==> config.mk <==
export PLATFORM = sky130hd
export DESIGN_NAME = mc_ctrl_unit
export DESIGN_NICKNAME = d
export VERILOG_FILES = /design/src/rtl/ctrl_pkg.sv /design/src/rtl/alu_dec.sv /design/src/rtl/mc_ctrl_unit.sv
export SDC_FILE = /design/constraint.sdc
export NUM_CORES = 1
export LEC_CHECK = 0
export BUFFER_PORTS_ARGS = -buffer_cell sky130_fd_sc_hd__buf_2
export CAP_MARGIN = 20
export CORE_UTILIZATION = 30
export DETAILED_ROUTE_END_ITERATION = 10
export PLACE_DENSITY = 0.63
export SLEW_MARGIN = 20
export SYNTH_ARGS = -nofsm -noshare
export SYNTH_HDL_FRONTEND = slang
export SYNTH_HIERARCHICAL = 1
export SYNTH_SLANG_ARGS = --single-unit
==> constraint.sdc <==
create_clock -name clk_i -period 6.9 [get_ports clk_i]
set_input_delay 0.69 -clock clk_i [delete_from_list [all_inputs] [get_ports clk_i]]
set_output_delay 0.69 -clock clk_i [all_outputs]
set_load 0.03 [all_outputs]
==> src/rtl/ctrl_pkg.sv <==
// Shared types and constants for the multi-cycle RV32I control unit.
package ctrl_pkg;

  typedef enum logic [6:0] {
    OPC_LOAD   = 7'b0000011,
    OPC_OP_IMM = 7'b0010011,
    OPC_AUIPC  = 7'b0010111,
    OPC_STORE  = 7'b0100011,
    OPC_OP     = 7'b0110011,
    OPC_LUI    = 7'b0110111,
    OPC_BRANCH = 7'b1100011,
    OPC_JALR   = 7'b1100111,
    OPC_JAL    = 7'b1101111
  } opcode_e;

  typedef enum logic [3:0] {
    ALU_ADD  = 4'd0,
    ALU_SLL  = 4'd1,
    ALU_SLT  = 4'd2,
    ALU_SLTU = 4'd3,
    ALU_XOR  = 4'd4,
    ALU_SRL  = 4'd5,
    ALU_SRA  = 4'd6,
    ALU_OR   = 4'd7,
    ALU_AND  = 4'd8,
    ALU_SUB  = 4'd9
  } alu_op_e;

  typedef enum logic [2:0] {
    ST_FETCH  = 3'd0,
    ST_DECODE = 3'd1,
    ST_EXEC   = 3'd2,
    ST_MEM    = 3'd3,
    ST_WB     = 3'd4,
    ST_TRAP   = 3'd5
  } state_e;

  localparam logic [1:0] WB_ALU  = 2'b00;
  localparam logic [1:0] WB_LOAD = 2'b01;
  localparam logic [1:0] WB_PC4  = 2'b10;
  localparam logic [1:0] WB_IMM  = 2'b11;

  localparam logic [1:0] TRAP_NONE     = 2'b00;
  localparam logic [1:0] TRAP_ILLEGAL  = 2'b01;
  localparam logic [1:0] TRAP_FETCH_TO = 2'b10;
  localparam logic [1:0] TRAP_DATA_TO  = 2'b11;

  localparam logic [31:0] NOP_INSTR = 32'h0000_0013;

  // Opcodes this unit knows how to sequence; anything else traps.
  function automatic logic opcode_legal(input logic [6:0] opc);
    case (opc)
      OPC_LOAD, OPC_STORE, OPC_OP, OPC_OP_IMM, OPC_BRANCH,
      OPC_JAL, OPC_JALR, OPC_LUI, OPC_AUIPC: return 1'b1;
      default:                               return 1'b0;
    endcase
  endfunction

endpackage

==> src/rtl/alu_dec.sv <==
// ALU operation decode from opcode, funct3 and instr[30].
module alu_dec
  import ctrl_pkg::*;
(
  input  logic [6:0] opcode_i,
  input  logic [2:0] funct3_i,
  input  logic       bit30_i,
  output logic [3:0] alu_op_o
);

  alu_op_e alu_op;

  // instr[30] means sub only for register-register ops; it means sra for both forms.
  always_comb begin
    alu_op = ALU_ADD;
    if (opcode_i == OPC_OP || opcode_i == OPC_OP_IMM) begin
      case (funct3_i)
        3'b000:  alu_op = (opcode_i == OPC_OP && bit30_i) ? ALU_SUB : ALU_ADD;
        3'b001:  alu_op = ALU_SLL;
        3'b010:  alu_op = ALU_SLT;
        3'b011:  alu_op = ALU_SLTU;
        3'b100:  alu_op = ALU_XOR;
        3'b101:  alu_op = bit30_i ? ALU_SRA : ALU_SRL;
        3'b110:  alu_op = ALU_OR;
        3'b111:  alu_op = ALU_AND;
        default: alu_op = ALU_ADD;
      endcase
    end
  end

  assign alu_op_o = alu_op;

endmodule

==> src/rtl/mc_ctrl_unit.sv <==
// Multi-cycle RV32I control unit: FETCH/DECODE/EXEC/MEM/WB sequencer with
// wait-limited memory handshakes, retired-instruction counter and sticky traps.
module mc_ctrl_unit
  import ctrl_pkg::*;
#(
  parameter int unsigned WAIT_MAX = 16,
  parameter int unsigned CNT_W    = 32,
  parameter int unsigned ALU_OP_W = 4
) (
  input  logic                clk_i,
  input  logic                rst_i,
  input  logic [31:0]         imem_rdata_i,
  input  logic                imem_ack_i,
  input  logic                dmem_ack_i,
  input  logic                br_less_i,
  input  logic                br_equal_i,
  output logic [31:0]         instr_o,
  output logic                imem_req_o,
  output logic                dmem_req_o,
  output logic                dmem_we_o,
  output logic [1:0]          dmem_size_o,
  output logic                dmem_unsigned_o,
  output logic                br_unsigned_o,
  output logic                pc_wren_o,
  output logic                pc_sel_o,
  output logic                rd_wren_o,
  output logic                op_a_sel_o,
  output logic                op_b_sel_o,
  output logic [ALU_OP_W-1:0] alu_op_o,
  output logic [1:0]          wb_sel_o,
  output logic                retire_o,
  output logic [CNT_W-1:0]    instret_o,
  output logic                trap_o,
  output logic [1:0]          trap_cause_o
);

  localparam int unsigned      WAIT_W    = $clog2(WAIT_MAX + 1);
  localparam logic [WAIT_W-1:0] WAIT_LAST = WAIT_W'(WAIT_MAX - 1);

  state_e              state_q, state_d;
  logic [31:0]         instr_q;
  logic [WAIT_W-1:0]   wait_q;
  logic [CNT_W-1:0]    instret_q;
  logic                trap_q;
  logic [1:0]          cause_q, cause_d;
  logic                sel_en;

  logic [6:0] opcode;
  logic [2:0] funct3;
  logic [3:0] alu_op_dec;
  logic       is_load, is_store, is_op, is_branch;
  logic       is_jal, is_jalr, is_lui, is_auipc;
  logic       br_taken;

  assign opcode    = instr_q[6:0];
  assign funct3    = instr_q[14:12];
  assign is_load   = (opcode == OPC_LOAD);
  assign is_store  = (opcode == OPC_STORE);
  assign is_op     = (opcode == OPC_OP);
  assign is_branch = (opcode == OPC_BRANCH);
  assign is_jal    = (opcode == OPC_JAL);
  assign is_jalr   = (opcode == OPC_JALR);
  assign is_lui    = (opcode == OPC_LUI);
  assign is_auipc  = (opcode == OPC_AUIPC);

  alu_dec u_alu_dec (
    .opcode_i (opcode),
    .funct3_i (funct3),
    .bit30_i  (instr_q[30]),
    .alu_op_o (alu_op_dec)
  );

  // Branch condition from the comparator; funct3 010/011 are never taken.
  always_comb begin
    br_taken = 1'b0;
    case (funct3)
      3'b000:          br_taken = br_equal_i;
      3'b001:          br_taken = !br_equal_i;
      3'b100, 3'b110:  br_taken = br_less_i;
      3'b101, 3'b111:  br_taken = !br_less_i;
      default:         br_taken = 1'b0;
    endcase
  end

  always_ff @(posedge clk_i or posedge rst_i) begin
    if (rst_i) state_q <= ST_FETCH;
    else       state_q <= state_d;
  end

  // Next state and all control outputs, decoded from state and instruction register.
  always_comb begin
    state_d         = state_q;
    cause_d         = TRAP_NONE;
    sel_en          = 1'b0;
    imem_req_o      = 1'b0;
    dmem_req_o      = 1'b0;
    dmem_we_o       = 1'b0;
    dmem_size_o     = 2'b00;
    dmem_unsigned_o = 1'b0;
    br_unsigned_o   = 1'b0;
    pc_wren_o       = 1'b0;
    pc_sel_o        = 1'b0;
    rd_wren_o       = 1'b0;
    op_a_sel_o      = 1'b0;
    op_b_sel_o      = 1'b0;
    alu_op_o        = '0;
    wb_sel_o        = WB_ALU;
    retire_o        = 1'b0;

    case (state_q)
      ST_FETCH: begin
        // Held low while reset is asserted so a pending request drops at once.
        imem_req_o = !rst_i;
        if (imem_ack_i) begin
          state_d = ST_DECODE;
        end else if (wait_q == WAIT_LAST) begin
          state_d = ST_TRAP;
          cause_d = TRAP_FETCH_TO;
        end
      end
      ST_DECODE: begin
        if (opcode_legal(opcode)) begin
          state_d = ST_EXEC;
        end else begin
          state_d = ST_TRAP;
          cause_d = TRAP_ILLEGAL;
        end
      end
      ST_EXEC: begin
        sel_en = 1'b1;
        if (is_load || is_store) begin
          state_d = ST_MEM;
        end else if (is_branch) begin
          pc_sel_o      = br_taken;
          br_unsigned_o = funct3[2] & funct3[1];
          pc_wren_o     = 1'b1;
          retire_o      = 1'b1;
          state_d       = ST_FETCH;
        end else begin
          state_d = ST_WB;
        end
      end
      ST_MEM: begin
        sel_en          = 1'b1;
        dmem_req_o      = 1'b1;
        dmem_we_o       = is_store;
        dmem_size_o     = funct3[1:0];
        dmem_unsigned_o = is_load & funct3[2];
        if (dmem_ack_i) begin
          if (is_load) begin
            state_d = ST_WB;
          end else begin
            pc_wren_o = 1'b1;
            retire_o  = 1'b1;
            state_d   = ST_FETCH;
          end
        end else if (wait_q == WAIT_LAST) begin
          state_d = ST_TRAP;
          cause_d = TRAP_DATA_TO;
        end
      end
      ST_WB: begin
        sel_en    = 1'b1;
        rd_wren_o = 1'b1;
        pc_wren_o = 1'b1;
        retire_o  = 1'b1;
        state_d   = ST_FETCH;
      end
      ST_TRAP: state_d = ST_TRAP;
      default: state_d = ST_FETCH;
    endcase

    if (sel_en) begin
      alu_op_o   = ALU_OP_W'(alu_op_dec);
      op_a_sel_o = is_auipc | is_jal | is_branch;
      op_b_sel_o = !is_op;
      if (is_jal || is_jalr) pc_sel_o = 1'b1;
      if (is_lui)                 wb_sel_o = WB_IMM;
      else if (is_load)           wb_sel_o = WB_LOAD;
      else if (is_jal || is_jalr) wb_sel_o = WB_PC4;
      else                        wb_sel_o = WB_ALU;
    end
  end

  // Instruction register, wait counter, retired counter and sticky trap.
  always_ff @(posedge clk_i or posedge rst_i) begin
    if (rst_i) begin
      instr_q   <= NOP_INSTR;
      wait_q    <= '0;
      instret_q <= '0;
      trap_q    <= 1'b0;
      cause_q   <= TRAP_NONE;
    end else begin
      if (state_q == ST_FETCH && imem_ack_i) instr_q <= imem_rdata_i;

      if (state_d != state_q) begin
        wait_q <= '0;
      end else if ((state_q == ST_FETCH && !imem_ack_i) ||
                   (state_q == ST_MEM && !dmem_ack_i)) begin
        wait_q <= wait_q + WAIT_W'(1);
      end

      if (retire_o) instret_q <= instret_q + CNT_W'(1);

      if (state_d == ST_TRAP && state_q != ST_TRAP) begin
        trap_q  <= 1'b1;
        cause_q <= cause_d;
      end
    end
  end

  assign instr_o      = instr_q;
  assign instret_o    = instret_q;
  assign trap_o       = trap_q;
  assign trap_cause_o = cause_q;

endmodule

Word level (Yosys, flattened, before mapping):

Index checks and enable logic that the tools add are counted.

* input bits: 38
* logic and storage cells: 109
* output and inout bits: 86
* flip-flop bits (word level): 75

* mux-type cells: 50
* reduce and logical (&&, ||, !) cells: 22
* bitwise logic cells: 4
* equality and inequality tests: 25
* $add $sub $neg: 2

Operator list (count)
* adder 32 x 1 -> 32 bit (second input constant): 1
* case mux 4 bit (8 select lines): 1
* 2-to-1 mux 1 bit: 23
* == test 3 bit (second input constant): 7
* == test 7 x 6 -> 1 bit (second input constant): 3
* == test 7 bit (second input constant): 3
* 2-to-1 mux 3 bit: 7
* 2-to-1 mux 2 bit: 10
* case mux 3 bit (5 select lines): 1
* == test 7 x 5 -> 1 bit (second input constant): 2
* == test 3 x 2 -> 1 bit (second input constant): 4
* 2-to-1 mux 4 bit: 3
* 2-to-1 mux 5 bit: 2
* OR reduction 9 bit: 1
* == test 7 x 2 -> 1 bit (second input constant): 1
* == test 3 x 1 -> 1 bit (second input constant): 2
* zero test 1 bit: 6
* zero test 3 bit: 2
* case mux 2 bit (3 select lines): 1
* adder 5 x 1 -> 5 bit (second input constant): 1
* == test 5 x 4 -> 1 bit (second input constant): 1
* logical AND 1 bit: 5
* logical OR 1 bit: 4
* case mux 1 bit (4 select lines): 1
* other kinds (8): 11

Longest topological paths before layout:

* depth after elaboration: 8
* depth in mapped cells: 8
* mapped depth without buffers: 8

Modules after synthesis:

Netlist, hierarchy kept.

By module, submodules not included
* mc_ctrl_unit: cells an instance 343, area each 3779.9 um^2, times used 1
* alu_dec: cells an instance 16, area each 112.6 um^2, times used 1

Worst setup path before layout:

No wires, ideal clock.

* kind: register to output
* from: register instr_q[2] (netlist: instr_o[2])
* to: output pc_sel_o
* data required time: 6.210 ns
* setup slack: 3.796 ns
* arrival: 2.414 ns
* buffers on the path: 0
* cell stages (with the launch flop): 4
* cells stage by stage: dfrtp_1 -> or3_4 -> or4_4 -> o32ai_1

* cells in the longest elaborated chain, start to end: 6
* elaborated cells between the ends (all ways): 12

Ends and longest elaborated chain
* from (decl): RTL line mc_ctrl_unit.sv:41 `logic [31:0] instr_q;`
* from (signal assigned): RTL line mc_ctrl_unit.sv:194 `if (state_q == ST_FETCH && imem_ack_i) instr_q <= imem_rdata_i;`
* == test 7 bit, or another cell as far along: RTL line mc_ctrl_unit.sv:60 `assign is_branch = (opcode == OPC_BRANCH);`
* 2-to-1 mux 1 bit or logical OR 1 bit (tied branches): RTL line mc_ctrl_unit.sv:133, mc_ctrl_unit.sv:131
* 2-to-1 mux 1 bit: RTL line mc_ctrl_unit.sv:131 `if (is_load || is_store) begin`
* 2-to-1 mux 1 bit: RTL line mc_ctrl_unit.sv:110 `case (state_q)`
* 2-to-1 mux 1 bit: RTL line mc_ctrl_unit.sv:177 `if (is_jal || is_jalr) pc_sel_o = 1'b1;`
* 2-to-1 mux 1 bit (*): RTL line mc_ctrl_unit.sv:173 `if (sel_en) begin`
* to (decl): RTL line mc_ctrl_unit.sv:25 `output logic pc_sel_o,`

Every way passes the cells marked *; elsewhere a longest branch is shown, timed or not.

Final worst setup path:

* from: register instr_q[2] (netlist: instr_o[2])
* to: output retire_o

* cells in the longest elaborated chain, start to end: 4
* elaborated cells between the ends (all ways): 9

Ends and longest elaborated chain
* == test 7 x 2 -> 1 bit, or another cell as far along: RTL line mc_ctrl_unit.sv:57 `assign is_load = (opcode == OPC_LOAD);`
* 2-to-1 mux 1 bit, or another cell as far along: RTL line mc_ctrl_unit.sv:150 `if (is_load) begin`
* 2-to-1 mux 1 bit (on tied branches): RTL line mc_ctrl_unit.sv:149, mc_ctrl_unit.sv:131
* case mux 1 bit (3 select lines) (*): RTL line mc_ctrl_unit.sv:110
* to (decl): RTL line mc_ctrl_unit.sv:31 `output logic retire_o,`

Marks and branches as above.

==> results.txt <==
----------------------------------------------------
[STA]
  Unrepaired setup endpoints after global routing ... no
  Sum of negative setup slack ... 0 ns
  Worst Max-Slew Pin Slew ... 0.741 ns
  Worst slew slack as a fraction of its limit ... 50.4%
  Hold Slack ... 0.472 ns
  Maximum frequency from static timing analysis ... 294 MHz
  Setup Skew ... 0.00696 ns
  Final critical-path share of the clock period ... 49.2%
  Clock period minus worst slack ... 3.40 ns
  Total count of max-transition violations in the final report ... 0
  Hold violation total from the final report ... 0
  Final number of setup-violating endpoints ... 0

[CTS]
  Clock buffer count from CTS ... 9
  Clock Tree Root ... sky130_fd_sc_hd__clkbuf_16
  TritonCTS clock tree ... built
  # resized after CTS ... 0
  Maximum buffer depth of the clock tree ... 2
  # hold bufs at CTS ... 0
  Insertion delay of the later-clocked pin in the worst-skew pair ... 0.34 ns
  CTS H-tree depth ... 3
  Buffer count from post-CTS setup fixing ... 0
  Reg clk slew, reported paths ... 0.06 ns
  Clock sink total ... 75

[Hold path]
  Type of the tightest min-delay check ... reg -> reg

[Cells and area]
  Multi-input combinational cell area ... 0.00187 sq mm
  Layout Nets ... 520
  Post-route core utilization ... 39.6%
  Share of cells above drive strength 1 ... 41.7%
  Leading cell types in the layout, fill and taps excluded ... sky130_fd_sc_hd__buf_2, sky130_fd_sc_hd__dfrtp_1, sky130_fd_sc_hd__mux2_2, sky130_fd_sc_hd__nand2_1, sky130_fd_sc_hd__nor2_1
  Area used by sequential logic in the layout ... 0.00188 sq mm
  Area delta synth->final ... 28.4%
  # fillers ... 1282
  Number of inserted diodes ... 0
  Most common library cell in the layout ignoring fill and taps ... sky130_fd_sc_hd__buf_2
  Non-filler instance count after layout ... 656

[Yosys]
  Share of synthesized area occupied by flip-flops and latches ... 48.3%
  Cell area after synthesis ... 0.00389 sq mm
  Post-synthesis async set-or-reset flop share ... 100%
  Predominant post-synthesis flop cell ... sky130_fd_sc_hd__dfrtp_1
  Number of synthesized register bits ... 75
  Cell count after synthesis ... 359
  Yosys cell types ... 60
  Net count after synthesis ... 400
  Average size of a mapped cell ... 10.8 sq um
  Number of enable flip-flop cells after synthesis ... 0
  Count of yosys warnings during synthesis ... 6

[Die]
  Area of the placeable core ... 0.0126 sq mm
  Site Rows ... 41
  Die Outline Area ... 0.0134 sq mm
  IO Pins ... 124
  Die width ... 116 um
  Height of the die ... 116 um
  Initial Util ... 30.8%

[Route]
  Mean routed wirelength per cell ... 14.3 um
  Number of nets with antenna violations after detailed routing ... 0
  Routed via count ... 3150
  Total Wirelength ... 9400 um
  Starting DRC count in detailed routing ... 141
  Detailed-routing iteration count for the pre-antenna-repair pass ... 4
  Average vias per placed instance ... 4.80
  Post-route DRC ... 0

[Global route]
  Via count of the first global-routing pass ... 3012
  Antenna violations before repair ... 0
  Maximum number of pins on one net before global-route repair ... 76
  Leftover overflow at the end of global routing ... 0
  Global-route wire length before repair ... 15400 um
  GRT Overall Usage ... 15.1%

[Placement]
  Final weighted congestion in routability-driven placement ... 0.827
  Detailed-placement wirelength estimate ... 6740 um
  Cells after DPL ... 640
  Port buffer count ... 123

[Outcome]
  Outcome ... completed

[Pwr]
  Power density over cell area ... 412 mW/mm^2
  Internal power component ... 1.19 mW
  Switching power ... 0.869 mW
  Sequential share of power ... 35.6%
  Comb power frac ... 38.2%
  Worst supply voltage drop on vdd ... 0.228 mV
  Part of the power in the clock network ... 26.1%
  Fraction of power spent switching nets ... 42.2%
  Leak pwr ... 2.14 nW

[Job]
  Count of max-cap constraint violations ... 0

[Setup path]
  CP Launch Type ... flop
  Critical path start-end classification ... reg -> out
  WP data required ... 6.21 ns
  CP Max Fanout ... 27
  Kind of end point of the critical path ... output pin
  Arrival time at the worst endpoint ... 2.71 ns

----------------------------------------------------
metal layers:
| layer | part of all wire, % | routed length [um] | global-route usage (%) |
|---|---|---|---|
| met2 | 48 | 4490 | 24.1 |
| met1 | 44 | 4170 | 19.3 |
| met4 | 1.8 | 167 | 7.18 |
| met3 | 6.2 | 582 | 3.40 |
| met5 | 0 | 0 | 0 |
cell type report:
| cell class | instances | area share (%) |
|---|---|---|
| Sequential cell | 75 | 37.6 |
| Multi-Input combinational cell | 255 | 37.5 |
| Timing Repair Buffer | 126 | 12.8 |
| Clock buffer | 9 | 4.51 |
| Tap cell | 172 | 4.31 |
| Clock inverter | 7 | 2.33 |
| Inverter | 12 | 0.901 |
Yosys cell counts (3+ instances only):
cell                        n  area (sq um)
sky130_fd_sc_hd__a21oi_1    5          25.0
sky130_fd_sc_hd__and2_1     3          18.8
sky130_fd_sc_hd__and3_1     6          37.5
sky130_fd_sc_hd__buf_6      3          33.8
sky130_fd_sc_hd__clkbuf_1  11          41.3
sky130_fd_sc_hd__dfrtp_1   72          1800
sky130_fd_sc_hd__dfstp_2    3          78.8
sky130_fd_sc_hd__ha_1       3          37.5
sky130_fd_sc_hd__inv_1     11          41.3
sky130_fd_sc_hd__mux2_2    31           349
sky130_fd_sc_hd__nand2_1   30           113
sky130_fd_sc_hd__nand2b_1   4          25.0
sky130_fd_sc_hd__nand3_1   12          60.1
sky130_fd_sc_hd__nand3b_1   3          22.5
sky130_fd_sc_hd__nand4_1    4          25.0
sky130_fd_sc_hd__nand4b_1   3          26.3
sky130_fd_sc_hd__nor2_1    30           113
sky130_fd_sc_hd__nor2b_1    7          43.8
sky130_fd_sc_hd__nor3_1    15          75.1
sky130_fd_sc_hd__nor4_1     3          18.8
sky130_fd_sc_hd__nor4_2    12           150
sky130_fd_sc_hd__o21ai_0    7          35.0
sky130_fd_sc_hd__or2_2      3          18.8
sky130_fd_sc_hd__or4_4      3          33.8
sky130_fd_sc_hd__xnor2_1    8          70.1
sky130_fd_sc_hd__xor2_1    26           228
sequential cells by signal, indices dropped and copies added (netlist names):
name	count
instr_o	32
instret_o	32
state_q	3
trap_cause_o	2
trap_o	1
wait_q	5
path summary, 6_finish.rpt:
check	cells past startpoint	slack, ns	startpoint	to
max in group asynchronous	3	5.86	rst_i	instr_o[12]
hold reg to reg	1	0.47	instret_o[31]	instret_o[31]
setup reg to reg	7	4.27	instr_o[2]	instret_o[4]
setup / recovery	6	3.50	instr_o[2]	retire_o
min in group asynchronous	3	0.52	rst_i	trap_cause_o[0]
hold / removal	1	0.47	instret_o[31]	instret_o[31]
per-stage QoR:
stage	setup slack [ns]	cell area [sq um]	power, mW
finish	3.50	5000	2.06
global route	3.39	5000	2.18
floorplan	3.80	3890	1.31
CTS	3.49	4990	2.08
detailed placement	3.88	4650	1.53
global placement	3.92	4650	1.51
power groups by stage:
stage / Clock, mW / Sequential (mW) / Combinational (mW)
finish: 0.539 / 0.735 / 0.788
global placement: 0 / 0.728 / 0.782
floorplan: 0 / 0.916 / 0.391
detailed placement: 0 / 0.741 / 0.792
CTS: 0.553 / 0.734 / 0.795
global route: 0.572 / 0.762 / 0.850
critical path, cell delays in order (launching register included):
cell,delay [ns]
sky130_fd_sc_hd__dfrtp_1,0.48
sky130_fd_sc_hd__or3_4,0.46
sky130_fd_sc_hd__or4_4,0.56
sky130_fd_sc_hd__o211a_1,0.18
sky130_fd_sc_hd__buf_4,0.26
sky130_fd_sc_hd__clkinv_1,0.19
sky130_fd_sc_hd__buf_2,0.23
kinds of logic (layout without fill, tap and decap cells):
group	after synthesis	count (layout)	share of synthesized area, %
compound gates	30	30	5.43
mux	32	32	9.23
fa+ha+maj	3	3	0.964
flops	75	75	48.3
buf+inv	29	154	3.54
xor+xnor	34	34	7.65
simple gates	156	156	24.9
(Power assumes the default switching activity.)
